[src/rtl/ddr_burst_responder_pkg.sv]
// Shared definitions for the DDR burst responder and the data cache store handshake.
// The state codes are visible to the cache, so their values are fixed.
package ddr_burst_responder_pkg;

   localparam logic [3:0] MEM_WRITE_DATA_STORE = 4'd9;

   localparam int unsigned BURST_LEN_DEFAULT     = 16;
   localparam int unsigned JMP_BURST_LEN_DEFAULT = 2;

   typedef enum logic [3:0] {
      StIdle              = 4'd1,
      StMemReadData       = 4'd2,
      StMemReadJmp        = 4'd3,
      StReadEnd           = 4'd4,
      StWriteEnd          = 4'd5,
      StMemWriteDataStore = MEM_WRITE_DATA_STORE
   } state_e;

   typedef enum logic [1:0] {
      GrantNone,
      GrantStore,
      GrantJmp,
      GrantRead
   } grant_e;

   // Fixed priority: store > jump read > data read.
   function automatic grant_e arbitrate(input logic store, input logic jmp, input logic read);
      grant_e result;
      result = GrantNone;
      if (store) begin
         result = GrantStore;
      end else if (jmp) begin
         result = GrantJmp;
      end else if (read) begin
         result = GrantRead;
      end
      return result;
   endfunction

endpackage

[src/rtl/ddr_burst_responder_burst_beat_counter.sv]
// Beat counter with synchronous load and saturating increment; load wins over increment.
module burst_beat_counter #(
   parameter int unsigned CNT_WIDTH = 10
) (
   input  logic                 clk,
   input  logic                 rst,
   input  logic                 load,
   input  logic [CNT_WIDTH-1:0] load_value,
   input  logic                 inc,
   output logic [CNT_WIDTH-1:0] count
);

   localparam logic [CNT_WIDTH-1:0] CntMax = '1;

   logic [CNT_WIDTH-1:0] count_q;
   logic [CNT_WIDTH-1:0] count_d;

   always_comb begin
      count_d = count_q;
      if (load) begin
         count_d = load_value;
      end else if (inc && (count_q != CntMax)) begin
         count_d = count_q + CNT_WIDTH'(1);
      end
   end

   always_ff @(posedge clk or negedge rst) begin
      if (!rst) begin
         count_q <= '0;
      end else begin
         count_q <= count_d;
      end
   end

   assign count = count_q;

endmodule

[src/rtl/ddr_burst_responder.sv]
// DDR-side responder for the data cache: arbitrates cache requests, issues fixed-length bursts
// to the DDR burst controller, returns read beats and streams store data.
module ddr_burst_responder
   import ddr_burst_responder_pkg::*;
#(
   parameter int unsigned DATA_WIDTH     = 16,
   parameter int unsigned DDR_ADDR_WIDTH = 28,
   parameter int unsigned BURST_LEN      = BURST_LEN_DEFAULT,
   parameter int unsigned JMP_BURST_LEN  = JMP_BURST_LEN_DEFAULT,
   parameter int unsigned CNT_WIDTH      = 10
) (
   input  logic                      clk,
   input  logic                      rst,
   input  logic                      data_read_req,
   input  logic                      data_store_req,
   input  logic                      jmp_addr_read_req,
   input  logic [DDR_ADDR_WIDTH-1:0] data_read_addr,
   input  logic [DDR_ADDR_WIDTH-1:0] data_write_addr,
   input  logic [DATA_WIDTH-1:0]     data_to_ddr,
   input  logic                      data_to_ddr_rdy,
   output logic [DATA_WIDTH-1:0]     data_to_cache,
   output logic [DDR_ADDR_WIDTH-1:0] jmp_addr_to_cache,
   output logic [CNT_WIDTH-1:0]      rd_cnt_data,
   output logic                      rd_burst_data_valid,
   output logic                      wr_burst_data_req,
   output logic [3:0]                state_interface_module,
   output logic                      rd_burst_req,
   output logic                      wr_burst_req,
   output logic [CNT_WIDTH-1:0]      rd_burst_len,
   output logic [CNT_WIDTH-1:0]      wr_burst_len,
   output logic [DDR_ADDR_WIDTH-1:0] rd_burst_addr,
   output logic [DDR_ADDR_WIDTH-1:0] wr_burst_addr,
   input  logic                      rd_burst_data_valid_mem,
   input  logic [DATA_WIDTH-1:0]     rd_burst_data_mem,
   input  logic                      wr_burst_data_req_mem,
   output logic [DATA_WIDTH-1:0]     wr_burst_data,
   input  logic                      rd_burst_finish,
   input  logic                      wr_burst_finish
);

   localparam logic [CNT_WIDTH-1:0] DataLen = CNT_WIDTH'(BURST_LEN);
   localparam logic [CNT_WIDTH-1:0] JmpLen  = CNT_WIDTH'(JMP_BURST_LEN);
   localparam int unsigned          JmpHiW  = DDR_ADDR_WIDTH - DATA_WIDTH;

   state_e                    state_q, state_d;
   grant_e                    grant_q, grant_d;
   grant_e                    idle_grant;
   logic                      rd_req_q, rd_req_d;
   logic                      wr_req_q, wr_req_d;
   logic [DDR_ADDR_WIDTH-1:0] rd_addr_q, rd_addr_d;
   logic [DDR_ADDR_WIDTH-1:0] wr_addr_q, wr_addr_d;
   logic [CNT_WIDTH-1:0]      rd_len_q, rd_len_d;
   logic [CNT_WIDTH-1:0]      wr_len_q, wr_len_d;
   logic [DATA_WIDTH-1:0]     data_q, data_d;
   logic [DDR_ADDR_WIDTH-1:0] jmp_q, jmp_d;

   logic                      rd_cnt_load, rd_cnt_inc;
   logic                      wr_cnt_load, wr_cnt_inc;
   logic [CNT_WIDTH-1:0]      rd_cnt;
   logic [CNT_WIDTH-1:0]      wr_cnt;
   logic                      granted_level;

   logic                      rd_valid_out;
   logic                      wr_req_out;
   logic [DATA_WIDTH-1:0]     wr_data_out;

   assign idle_grant = arbitrate(data_store_req, jmp_addr_read_req, data_read_req);

   always_comb begin
      unique case (grant_q)
         GrantStore: granted_level = data_store_req;
         GrantJmp:   granted_level = jmp_addr_read_req;
         GrantRead:  granted_level = data_read_req;
         GrantNone:  granted_level = 1'b0;
      endcase
   end

   always_comb begin
      state_d      = state_q;
      grant_d      = grant_q;
      rd_req_d     = rd_req_q;
      wr_req_d     = wr_req_q;
      rd_addr_d    = rd_addr_q;
      wr_addr_d    = wr_addr_q;
      rd_len_d     = rd_len_q;
      wr_len_d     = wr_len_q;
      data_d       = data_q;
      jmp_d        = jmp_q;
      rd_cnt_load  = 1'b0;
      rd_cnt_inc   = 1'b0;
      wr_cnt_load  = 1'b0;
      wr_cnt_inc   = 1'b0;
      rd_valid_out = 1'b0;
      wr_req_out   = 1'b0;
      wr_data_out  = '0;

      unique case (state_q)
         StIdle: begin
            grant_d = idle_grant;
            unique case (idle_grant)
               GrantStore: begin
                  state_d     = StMemWriteDataStore;
                  wr_req_d    = 1'b1;
                  wr_addr_d   = data_write_addr;
                  wr_len_d    = DataLen;
                  wr_cnt_load = 1'b1;
               end
               GrantJmp: begin
                  state_d     = StMemReadJmp;
                  rd_req_d    = 1'b1;
                  rd_addr_d   = data_read_addr;
                  rd_len_d    = JmpLen;
                  rd_cnt_load = 1'b1;
               end
               GrantRead: begin
                  state_d     = StMemReadData;
                  rd_req_d    = 1'b1;
                  rd_addr_d   = data_read_addr;
                  rd_len_d    = DataLen;
                  rd_cnt_load = 1'b1;
               end
               GrantNone: ;
            endcase
         end

         StMemReadData, StMemReadJmp: begin
            rd_valid_out = rd_burst_data_valid_mem;
            if (rd_burst_data_valid_mem) begin
               data_d     = rd_burst_data_mem;
               rd_cnt_inc = 1'b1;
               // The 1-based count doubles as the index of the beat now arriving.
               if (state_q == StMemReadJmp) begin
                  if (rd_cnt == CNT_WIDTH'(1)) begin
                     jmp_d[DATA_WIDTH-1:0] = rd_burst_data_mem;
                  end else if (rd_cnt == CNT_WIDTH'(2)) begin
                     jmp_d[DDR_ADDR_WIDTH-1:DATA_WIDTH] = rd_burst_data_mem[JmpHiW-1:0];
                  end
               end
            end
            if (rd_burst_finish) begin
               rd_req_d = 1'b0;
               state_d  = StReadEnd;
            end
         end

         StMemWriteDataStore: begin
            wr_cnt_inc  = wr_burst_data_req_mem;
            wr_req_out  = wr_burst_data_req_mem && (wr_cnt < DataLen);
            wr_data_out = data_to_ddr_rdy ? data_to_ddr : '0;
            if (wr_burst_finish) begin
               wr_req_d = 1'b0;
               state_d  = StWriteEnd;
            end
         end

         StReadEnd, StWriteEnd: begin
            // Wait for the served level request to drop so it is not granted twice.
            if (!granted_level) begin
               state_d = StIdle;
               grant_d = GrantNone;
            end
         end

         default: begin
            state_d = StIdle;
            grant_d = GrantNone;
         end
      endcase
   end

   always_ff @(posedge clk or negedge rst) begin
      if (!rst) begin
         state_q   <= StIdle;
         grant_q   <= GrantNone;
         rd_req_q  <= 1'b0;
         wr_req_q  <= 1'b0;
         rd_addr_q <= '0;
         wr_addr_q <= '0;
         rd_len_q  <= '0;
         wr_len_q  <= '0;
         data_q    <= '0;
         jmp_q     <= '0;
      end else begin
         state_q   <= state_d;
         grant_q   <= grant_d;
         rd_req_q  <= rd_req_d;
         wr_req_q  <= wr_req_d;
         rd_addr_q <= rd_addr_d;
         wr_addr_q <= wr_addr_d;
         rd_len_q  <= rd_len_d;
         wr_len_q  <= wr_len_d;
         data_q    <= data_d;
         jmp_q     <= jmp_d;
      end
   end

   burst_beat_counter #(
      .CNT_WIDTH (CNT_WIDTH)
   ) u_rd_cnt (
      .clk        (clk),
      .rst        (rst),
      .load       (rd_cnt_load),
      .load_value (CNT_WIDTH'(1)),
      .inc        (rd_cnt_inc),
      .count      (rd_cnt)
   );

   burst_beat_counter #(
      .CNT_WIDTH (CNT_WIDTH)
   ) u_wr_cnt (
      .clk        (clk),
      .rst        (rst),
      .load       (wr_cnt_load),
      .load_value ('0),
      .inc        (wr_cnt_inc),
      .count      (wr_cnt)
   );

   assign data_to_cache          = data_q;
   assign jmp_addr_to_cache      = jmp_q;
   assign rd_cnt_data            = rd_cnt;
   assign rd_burst_data_valid    = rd_valid_out;
   assign wr_burst_data_req      = wr_req_out;
   assign wr_burst_data          = wr_data_out;
   assign state_interface_module = state_q;
   assign rd_burst_req           = rd_req_q;
   assign wr_burst_req           = wr_req_q;
   assign rd_burst_len           = rd_len_q;
   assign wr_burst_len           = wr_len_q;
   assign rd_burst_addr          = rd_addr_q;
   assign wr_burst_addr          = wr_addr_q;

endmodule
[config.mk]
export PLATFORM = sky130hd
export DESIGN_NAME = ddr_burst_responder
export DESIGN_NICKNAME = d
export VERILOG_FILES = /design/src/rtl/ddr_burst_responder_pkg.sv /design/src/rtl/ddr_burst_responder_burst_beat_counter.sv /design/src/rtl/ddr_burst_responder.sv
export SDC_FILE = /design/constraint.sdc
export NUM_CORES = 1
export LEC_CHECK = 0
export CAP_MARGIN = 20
export CORE_MARGIN = 4
export CORE_UTILIZATION = 38
export DETAILED_ROUTE_END_ITERATION = 10
export PLACE_DENSITY_LB_ADDON = 0.1
export SKIP_CTS_REPAIR_TIMING = 1
export SLEW_MARGIN = 20
export SYNTH_ARGS = -nofsm -noshare
export SYNTH_HDL_FRONTEND = slang
export SYNTH_SLANG_ARGS = --single-unit
[constraint.sdc]
create_clock -name clk -period 2.2 [get_ports clk]
set_input_delay 0.44 -clock clk [delete_from_list [all_inputs] [get_ports clk]]
set_output_delay 0.44 -clock clk [all_outputs]
set_load 0.005 [all_outputs]
* Yosys cells after proc, flatten, opt, wreduce, memory -nomap -nowiden
Cells that the tools add are included.
** Word-level totals
- Bits in registers :: 139
- Input bits :: 98
- Output and inout port bits :: 154
- Logic and storage cells :: 96
** Operators by class
- Add/subtract/negate cells :: 2
- Magnitude comparators :: 1
- Eq/ne operators :: 22
- Muxes and demuxes :: 33
- Bitwise operators :: 2
- Reduce and logical (&&, ||, !) cells :: 23
** Operators by type and width (number)
- $mux 10 :: 4
- $mux 16 :: 2
- $add 10x1->10 const B :: 2
- $ne 10x10->1 const B :: 2
- $pmux 10 s2 :: 1
- $pmux 4 s4 :: 1
- $mux 1 :: 13
- $mux 4 :: 3
- $pmux 4 s3 :: 1
- $eq 10x1->1 const B :: 1
- $eq 10x2->1 const B :: 1
- $lt 10x5->1 const B :: 1
- $reduce_and 2->1 :: 5
- $reduce_bool 2->1 :: 5
- $eq 2x2->1 const B :: 4
- $eq 4x2->1 const B :: 2
- $eq 4x3->1 const B :: 2
- $mux 2 :: 4
- $ne 2x2->1 const B :: 4
- $reduce_and 4->1 :: 2
- $pmux 2 s3 :: 1
- $reduce_and 3->1 :: 2
- $reduce_or 2->1 :: 3
- $reduce_and 5->1 :: 1
- other kinds (11) :: 16

* Longest topological paths before layout
Gate-level depths: netlist (run 1).
- Depth after elaboration :: 8
- Depth in mapped cells :: 6
- Depth with buffers taken out :: 5

* By module
From an unflattened synthesis (run 1), not the netlist that was laid out.
** Unflattened totals
- Cells, all modules :: 455
- Area total of the unflattened synthesis :: 6077.1 um^2
** Modules (own cells, without submodules)
- ddr_burst_responder :: times used 1, cells an instance 316, area each 4837.1 um^2, seq. area each 2778.9 um^2
- burst_beat_counter at u_wr_cnt :: times used 1, cells an instance 70, area each 621.8 um^2, seq. area each 250.2 um^2
- burst_beat_counter at u_rd_cnt :: times used 1, cells an instance 69, area each 618.1 um^2, seq. area each 250.2 um^2

* Worst setup path before layout (run 1)
Ideal clock, no wire load.
- Path kind :: register to register
- Start :: register state_q[0] (netlist: state_interface_module[0])
- End :: register jmp_q[17] (netlist: jmp_addr_to_cache[17])
- Library setup time :: 0.125 ns
- Arrival time :: 2.003 ns
- Data required time :: 2.075 ns
- Setup slack :: 0.072 ns
- Stages on the path, launching flop included :: 6
- Buffers on the path :: 1
- Period minus slack after synthesis :: 2.128 ns
- Cell sequence :: dfstp_2 -> or4b_1 -> nor4_2 -> nand4b_1 -> buf_6 -> mux2_4
** Between the ends
- Word-level cells in the longest chain between the ends :: 3
- Elaborated cells between the ends (all ways) :: 4
- Classes of those cells :: eq/ne (2); reduce/logical (2)
** Ends and longest elaborated chain
- from (decl) :: RTL line ddr_burst_responder.sv:45 : state_e state_q, state_d;
- from (signal assigned) :: RTL line ddr_burst_responder.sv:173 : state_q <= StIdle;
- from (signal assigned) :: RTL line ddr_burst_responder.sv:184 : state_q <= state_d;
- $eq 4x2->1 (on tied branches) :: RTL line ddr_burst_responder.sv:97, ddr_burst_responder.sv:132
- $reduce_or 2->1
- $reduce_and 5->1 (no source line) (*)
- to (signal assigned) :: RTL line ddr_burst_responder.sv:193 : jmp_q <= jmp_d;
- to (decl) :: RTL line ddr_burst_responder.sv:55 : logic [DDR_ADDR_WIDTH-1:0] jmp_q, jmp_d;
Mark *: on every way between the ends. The rest lies on a longest branch, timed or not.
A chain may end at the register's enable or synchronous reset.

* Worst setup path after layout (run 1)
- Start :: register state_q[0] (netlist: state_interface_module[0])
- End :: output port wr_burst_data_req
** Between the ends
- Word-level cells in the longest chain between the ends :: 2
** Ends and longest elaborated chain
- $eq 4x4->1 :: RTL line ddr_burst_responder.sv:97 : unique case (state_q)
- $mux 1 :: RTL line ddr_burst_responder.sv:97
- to (decl) :: RTL line ddr_burst_responder.sv:25 : output logic wr_burst_data_req,
Every way passes these cells.

==> results of run 1 <==
==> final cells by class <==
class / count / area [sq um]
fill: 1217 / 5270
clock inverter: 10 / 169
inverter: 7 / 26.3
timing repair buffer: 291 / 2900
tap: 184 / 230
multi-input combinational: 428 / 2340
sequential: 131 / 3280
clock buffer: 22 / 474
==> per-stage QoR <==
stage | worst slack, ns | total power (uW) | utilization | instances
floorplan | 0.0718 | 5460 | - | 607
global placement | -0.110 | 8160 | 0.584 | 1030
detailed placement | -0.267 | 8280 | 0.584 | 1030
CTS | -0.538 | 11400 | 0.628 | 1062
global route | -0.142 | 12200 | 0.641 | 1073
finish | -0.0761 | 11500 | 0.641 | 1073
==> worst max-delay path by stage <==
stage / from / slack (ns) / depth (start not counted) / to
after floorplan: state_interface_module[0] / 0.07 / 5 / jmp_addr_to_cache[17]
after global placement: wr_burst_data_req_mem / -0.11 / 5 / wr_burst_data_req
after detailed placement: wr_burst_data_req_mem / -0.27 / 5 / wr_burst_data_req
after CTS: state_interface_module[0] / -0.54 / 5 / wr_burst_data_req
after global routing: state_interface_module[0] / -0.14 / 6 / wr_burst_data_req
final: state_interface_module[0] / -0.08 / 6 / wr_burst_data_req
==> registers in the layout, summed over array words and instances, names as in the netlist <==
| signal | count |
|---|---|
| u_rd_cnt.count | 10 |
| grant_q | 2 |
| wr_burst_req | 1 |
| wr_burst_addr | 28 |
| wr_burst_len | 1 |
| rd_burst_len | 2 |
| jmp_addr_to_cache | 28 |
| state_interface_module | 4 |
| rd_burst_addr | 28 |
| data_to_cache | 16 |
| u_wr_cnt.count | 10 |
| rd_burst_req | 1 |
==> metal layers <==
metal | global-route usage | share of wire | vias to the layer above
met5 | 0 | 0 | -
met1 | 0.250 | 0.44 | 2536
li1 | - | - | 2522
met2 | 0.322 | 0.47 | 206
met4 | 0.0613 | 0.012 | 0
met3 | 0.0730 | 0.078 | 17
==> power by group through the flow <==
stage                     sequential (uW)  combinational [uW]  clock (uW)
after floorplan                      3910                1550           0
after global placement               3810                4350           0
after detailed placement             3840                4440           0
after CTS                            3830                4450        3100
after global routing                 3930                5040        3220
final                                3830                4580        3040
==> cells by family (layout without fill, tap and decap cells) <==
kind of cell | Yosys count | count (layout) | synth area share
and+or+nand+nor | 318 | 318 | 0.244
DFF | 131 | 131 | 0.568
AOI/OAI and AO/OA | 54 | 54 | 0.0620
buffers and inverters | 48 | 330 | 0.0438
muxes | 34 | 34 | 0.0719
adders and majority gates | 4 | 4 | 0.00867
other | 1 | 17 | 0.000649
xor gates and xnor gates | 1 | 1 | 0.00152
==> layout by cell type, fill, tap and decap left out, drive strengths merged, types with 3 or more instances in the layout <==
master,Yosys,final
nand2,234,234
clkdlybuf4s50,0,215
dfrtp,130,130
buf,20,57
mux2,30,30
clkbuf,21,29
and3,22,22
conb,1,17
a21oi,14,14
nor2,11,11
nand3,11,11
dlymetal6s2s,0,11
o21ai,10,10
inv,6,9
nor2b,5,5
nand4,5,5
or4,5,5
o31ai,4,4
and2,4,4
a31oi,4,4
mux2i,4,4
ha,4,4
bufinv,0,4
clkinv,1,4
o21a,3,3
nor3,3,3
o22ai,3,3
a22o,3,3
nor4,3,3
==> critical path: stages, from the launching register on <==
cell and delay [ns]:
dfstp_2 0.53, and4bb_4 0.28, buf_6 0.12, buf_4 0.11, nand2_2 0.07, nor4_4 0.15, buf_2 0.16
==> qor.csv, run 1 <==
metric;value;unit
status;complete, but fails checks;
violations;negative setup slack;
holdPathStages;1;
start_kind;flop;
synthToLayoutAreaGrowth;63.2;%
drive_gt1_frac;0.154;
placed_cell_area;0.00859;sq mm
yosysTopAreaCell;dfrtp_1;
io_pins;252;
grt_pass1_vias;5335;
ir_worst_vdd;770;uV
yosys_warnings;0;
clockBufferDepth;2;
cts_buffers;17;
crit_type;flop to output pin;
cts_htree_levels;4;
finalSetupTns;-0.810;ns
min_from;wr_burst_len[4];
rows;44;
syn_area;0.00577;sq mm
antennaDiodeCount;0;
power.leakage;0.00469;uW
avgSynthCellArea;9.77;sq um
start_util;0.393;
routed_wl;17.3;mm
wl_per_cell;16.1;microns
reg2reg_depth;7;
grt_max_degree;55;
initialDrtViolationCount;235;
async_reset_ff_frac;1.00;
swShare;0.300;
worst_hold_path.endpoint;wr_burst_len[4];
clkSinkCount;131;
max_cap_violations;0;
fmax;439;MHz
fin_area;0.00943;sq mm
regToRegEndpoint;jmp_addr_to_cache[25];
antenna_found_initial;0;
fin_ws;-0.0761;ns
vias;5281;
finalMaxSlewViolations;0;
die_x;131;microns
ys_types;55;
clk_pin_slew;0.06;ns
crit_arrival;1.84;ns
drc;0;
fp.dieArea;0.0172;sq mm
core;0.0147;sq mm
p_int;8020;uW
pwr-share-seq;0.335;
cts_root_buf;clkbuf_16;
fin_crit_sh;1.03;
fin_skew;0.00926;ns
gp_congestion;0.779;
hold_ws;0.469;ns
synth_enable_flop_cells;0;
cellPowerDensity;1220;mW/mm^2
end_kind;output pin;
grt.total_usage;0.199;
fin_nets;978;
hold_viol;0;
syn_inst;591;
ys_ff_latch;131;
reg2reg_setup_slack;-0.07;ns
path_max_fanout;3;
rsz0062_at_grt;true;
min_period;2.28;ns
yosysMostFrequentCell;nand2_1;
tightest_slew;0.564;ns
dr.pass1.iters;4;
synth.top_cell.area_share;0.563;
max_slew_margin;0.623;
antenna_left;0;
dp_hpwl;12.6;mm
finalSetupViolCount;25;
r2r_start;state_interface_module[0];
synth_top_cells_by_area;dfrtp_1, nand2_1, mux2_2;
post_drt_via_cell_ratio;4.92;
grt_overflow;0;
grt_pass1_wl;28.0;mm
clk_latency;0.41;ns
required;1.76;ns
io_buffers;234;
combinationalPowerShare;0.400;
p_switching;3440;uW
yosysSeqAreaShare;0.568;
synth_top_flop_cell;dfrtp_1;
synth_commonest_cells;nand2_1, dfrtp_1, and3_1;
cts_tree;yes;
chipHeight;131;microns
hold_path_class;flop to flop;
clkPwrFrac;0.265;
Power figures use the tool's default switching activity.
==> inputs of run 2 (changes only) <==
- CORE_UTILIZATION: 38 -> 35
- GPL_TIMING_DRIVEN: default -> 0
==> qor.csv, run 2 (synthesized netlist as in run 1, its figures left out) <==
metric;value;unit;change
clkSinkCount;131;;unchanged
fin_crit_sh;1.07;;+0.0345
hold_ws;0.473;ns;+0.00357 ns
dr.pass1.iters;4;;unchanged
io_buffers;234;;unchanged
end_kind;output pin;;
max_cap_violations;0;;unchanged
pwr-share-seq;0.348;;+0.013
dp_hpwl;12.5;mm;-0.93%
cts_tree;yes;;
start_util;0.361;;-0.0319
wl_met3;1.26;mm;-6.1%
reg2reg_depth;6;;-1
fp.dieArea;0.0186;sq mm;+8.0%
min_from;rd_burst_addr[16];;
fin_area;0.00938;sq mm;-0.44%
gp_congestion;0.872;;+12%
cts_buffers;17;;unchanged
core;0.0160;sq mm;+8.9%
dr_wl_met2;8.20;mm;+0.50%
grt.total_usage;0.174;;-0.0250
grt_pass1_wl;25.7;mm;-8.3%
cellPowerDensity;1190;mW/mm^2;-2.3%
wl_per_cell;15.2;microns;-5.9%
crit_buf_inv;3;;unchanged
dr.max_layer_used;met4;;
critPathLaunch;state_interface_module[3];;
cp.depth;4;;-2
p_int;7740;uW;-3.5%
power.leakage;0.00444;uW;-5.4%
grt_max_degree;99;;+80%
violations;negative setup slack;;
post_drt_via_cell_ratio;4.68;;-4.8%
cts_htree_levels;4;;unchanged
cts_root_buf;clkbuf_16;;
holdPathStages;2;;+1
synthToLayoutAreaGrowth;62.5;%;
hold_viol;0;;unchanged
drc;0;;unchanged
antenna_left;0;;unchanged
fin_ws;-0.152;ns;-0.0759 ns
layout_commonest_cell;nand2_1;;
reg2reg_setup_slack;-0.11;ns;-0.04 ns
p_switching;3400;uW;-0.96%
finalMaxSlewViolations;0;;unchanged
start_kind;flop;;
cp_cell_sequence;nand4bb_1 -> buf_6 -> clkinvlp_4 -> clkdlybuf4s50_1;;
crit_arrival;1.91;ns;+0.07 ns
cpMaxStageDelayCell;clkdlybuf4s50_1;;
routed_wl;16.8;mm;-3.1%
hold_path_class;flop to flop;;
io_pins;252;;unchanged
worst_hold_path.endpoint;rd_burst_addr[16];;
status;complete, but fails checks;;
initialDrtViolationCount;203;;-14%
fmax;425;MHz;-3.2%
rows;46;;+4.5%
mostFrequentLayoutCells;nand2_1, clkdlybuf4s50_1, dfrtp_1;;
max_slew_margin;0.571;;-0.0524
chipHeight;136;microns;+3.9%
swShare;0.306;;+0.00549
clockBufferDepth;2;;unchanged
vias;5175;;-2.0%
fin_skew;0.00878;ns;-0.000479 ns
combinationalPowerShare;0.393;;-0.007
crit_type;flop to output pin;;
tightest_slew;0.643;ns;+0.0784 ns
grt_pass1_vias;5039;;-5.5%
fin_nets;978;;unchanged
placed_cell_area;0.00848;sq mm;-1.2%
critPathTopFamily;buffers and inverters;;
clk_pin_slew;0.06;ns;about the same
ir_worst_vdd;578;uV;-25%
clk_latency;0.41;ns;about the same
rsz0062_at_grt;true;;
regToRegEndpoint;jmp_addr_to_cache[23];;
met1Wirelength;7.15;mm;-5.9%
drive_gt1_frac;0.169;;+0.0146
antenna_found_initial;0;;unchanged
path_max_fanout;10;;+7
r2r_start;state_interface_module[0];;
finalSetupViolCount;30;;+20%
grt_overflow;0;;unchanged
required;1.76;ns;about the same
die_x;136;microns;+3.9%
antennaDiodeCount;0;;unchanged
min_period;2.35;ns;+0.0759 ns
clkPwrFrac;0.259;;-0.006
critPathMaxStageDelay;0.52;ns;about the same
-- run 2: cell types whose count changed in the layout (fill, tap and decap cells not counted), moves of 5 or more --
cell	before	now
buf_4	43	27
buf_6	7	21
and3_1	21	10
and3_4	1	12
clkbuf_1	2	12
dlymetal6s2s_1	11	1
buf_12	6	1
-- run 2: power by group through the flow --
stage               registers, uW  clock network [uW]  logic, uW
detailed placement           3910                   0       4160
finish                       3880                2880       4380
floorplan                    3910                   0       1550
global placement             3870                   0       4070
CTS                          3880                2970       4180
global route                 4000                3080       4810
-- run 2: metrics by stage --
stage / setup WS [ns] / setup TNS (ns) / power (uW) / utilization / std cells
4_1_cts: -1.02 / -35.68 / 11000 / 0.568 / 1090
5_1_grt: -0.250 / -5.56 / 11900 / 0.586 / 1105
6_report: -0.152 / -2.93 / 11100 / 0.586 / 1105
2_1_floorplan: 0.0718 / 0 / 5460 / - / 607
3_3_place_gp: -4.53 / -623.38 / 7940 / 0.528 / 1057
3_5_place_dp: -0.842 / -34.11 / 8060 / 0.530 / 1058
-- run 2: cell type report --
type | instances | area [sq um]
sequential | 131 | 3280
multi-input combinational | 428 | 2410
tap | 216 | 270
clock inverter | 11 | 151
clock buffer | 21 | 460
timing repair buffer | 252 | 2530
buffer | 39 | 255
inverter | 7 | 30.0
fill | 1410 | 6620
-- run 2: worst register-to-register path, stage by stage (launching register included) --
cell      delay, ns
dfstp_2        0.56
buf_6          0.11
or4b_4         0.46
nor4_4         0.26
nand4b_1       0.25
buf_6          0.26
mux2_4         0.31
-- run 2: worst max-delay path by stage --
stage,slack (ns),to
floorplan,0.07,jmp_addr_to_cache[17]
global placement,-4.53,wr_burst_addr[11]
detailed placement,-0.84,rd_burst_data_valid
CTS,-1.02,rd_burst_data_valid
global route,-0.25,rd_burst_data_valid
finish,-0.15,rd_burst_data_valid
-- run 2: layer usage --
metal  vias up  global-route usage
met1      2453               0.213
met5         -                   0
met4         0              0.0510
li1       2513                   -
met3        14              0.0585
met2       195               0.291
==> inputs of run 3 (changes only) <==
- CTS_BUF_LIST: default -> sky130_fd_sc_hd__clkbuf_8
- SKIP_CTS_REPAIR_TIMING: 1 -> default
==> qor.csv, run 3 (synthesized netlist as in run 1, its figures left out) <==
metric;value;unit;change
chipHeight;136;microns;unchanged
cellPowerDensity;1130;mW/mm^2;-4.9%
dr.pass1.iters;4;;unchanged
crit_arrival;1.83;ns;-0.08 ns
gp_congestion;0.872;;unchanged
min_period;2.27;ns;-0.0784 ns
initialDrtViolationCount;229;;+13%
end_kind;output pin;;
io_pins;252;;unchanged
dp_hpwl;12.5;mm;unchanged
grt_pass1_wl;26.5;mm;+3.2%
clk_latency;0.43;ns;+0.02 ns
cp_cell_sequence;and4bb_2 -> buf_8 -> buf_8 -> buf_6 -> and3_4 -> buf_6;;
max_cap_violations;0;;unchanged
final_cells;1114;;+0.81%
grt_max_degree;99;;unchanged
layout_commonest_cell;nand2_1;;
cts_root_buf;clkbuf_8;;
clockBufferDepth;2;;unchanged
rows;46;;unchanged
post_drt_via_cell_ratio;4.68;;about the same
ir_worst_vdd;522;uV;-9.8%
power.leakage;0.00443;uW;-0.15%
clk_pin_slew;0.08;ns;+0.02 ns
cts_tree;yes;;
critPathLaunch;state_interface_module[0];;
crit_type;flop to output pin;;
critPathMaxStageDelay;0.54;ns;+0.02 ns
antenna_left;0;;unchanged
max_slew_margin;0.554;;-0.0169
drive_gt1_frac;0.180;;+0.0117
rsz0062_at_grt;true;;
tightest_slew;0.668;ns;+0.0253 ns
drc;0;;unchanged
fin_skew;0.0118;ns;+0.00307 ns
grt_pass1_vias;5244;;+4.1%
core;0.0160;sq mm;unchanged
grt.total_usage;0.179;;+0.00564
fin_crit_sh;1.03;;-0.0356
io_buffers;234;;unchanged
fin_ws;-0.0736;ns;+0.0784 ns
start_kind;flop;;
wl_per_cell;15.3;microns;+0.78%
fp.dieArea;0.0186;sq mm;unchanged
cts_buffers;17;;unchanged
hold_path_class;input port to asynchronous set/reset pin;;
violations;negative setup slack;;
vias;5218;;+0.83%
die_x;136;microns;unchanged
path_max_fanout;5;;-5
finalSetupViolCount;22;;-27%
start_util;0.361;;unchanged
required;1.76;ns;about the same
grt_overflow;0;;unchanged
antennaDiodeCount;0;;unchanged
cts_htree_levels;4;;unchanged
synthToLayoutAreaGrowth;60.7;%;
mostFrequentLayoutCells;nand2_1, clkdlybuf4s50_1, dfrtp_1;;
fmax;440;MHz;+3.4%
routed_wl;17.0;mm;+1.6%
finalMaxSlewViolations;0;;unchanged
cpMaxStageDelayCell;dfstp_2;;
fin_nets;987;;+0.92%
hold_viol;0;;unchanged
dp_cells;1058;;unchanged
status;complete, but fails checks;;
r2r_start;state_interface_module[0];;
clkSinkCount;131;;unchanged
antenna_found_initial;0;;unchanged
finalSetupTns;-1.27;ns;+1.66 ns
-- run 3: metrics by stage --
step | util | worst slack (ns) | instance area (sq um) | power [uW] | hold slack, ns
finish | 0.580 | -0.0736 | 9280 | 10500 | 0.459
global route | 0.580 | -0.154 | 9280 | 11200 | 0.450
floorplan | - | 0.0718 | 5830 | 5460 | 0.144
detailed placement | 0.530 | -0.842 | 8480 | 8060 | 0.319
global placement | 0.528 | -4.53 | 8450 | 7940 | 0.452
CTS | 0.573 | -0.126 | 9170 | 10500 | 0.442
-- run 3: cell type report --
cell class	count	area [sq um]
Fill cell	1418	6720
Sequential cell	131	3280
Timing Repair Buffer	263	2600
Multi-Input combinational cell	428	2410
Tap cell	216	270
Clock buffer	19	262
Buffer	37	256
Clock inverter	13	159
Inverter	7	38.8
-- run 3: final timing paths --
path	end	slack (ns)	cells past startpoint
max	wr_burst_data[11]	-0.07	6
min in group clk	wr_burst_len[4]	0.48	1
min	data_to_cache[12]	0.46	2
max reg2reg	jmp_addr_to_cache[24]	-0.07	8
min reg2reg	wr_burst_len[4]	0.48	1
max in group asynchronous	state_interface_module[3]	0.95	3
-- run 3: metal layers --
| metal | global-route usage | vias to the layer above | wire, microns |
|---|---|---|---|
| li1 | - | 2532 | - |
| met1 | 0.215 | 2471 | 7080 |
| met2 | 0.308 | 198 | 8430 |
| met3 | 0.0540 | 17 | 1310 |
| met4 | 0.0588 | 0 | 223 |
| met5 | 0 | - | 0 |
-- run 3: worst max-delay path: cells and delay by family (launching register included) --
family / cells / cell delay [ns]
DFF: 1 / 0.54
and+or+nand+nor: 2 / 0.46
buffers and inverters: 4 / 0.41
-- run 3: timing repair --
| action | in CTS | in global routing |
|---|---|---|
| gates resized for setup | 121 | 13 |
| hold buffers | 1 | 0 |
| gates cloned | 1 | 0 |
| setup endpoints to repair | 107 | 41 |
| pin swaps | 16 | 1 |
| setup buffers | 18 | 9 |
| hold endpoints to repair | 33 | 0 |
-- run 3: report_power, final --
| part | leakage (uW) | switching, uW | internal, uW |
|---|---|---|---|
| registers | 0.00166 | 549 | 3310 |
| logic | 0.00255 | 1860 | 2640 |
| clock network | 0.000219 | 948 | 1180 |
| total | 0.00443 | 3350 | 7120 |
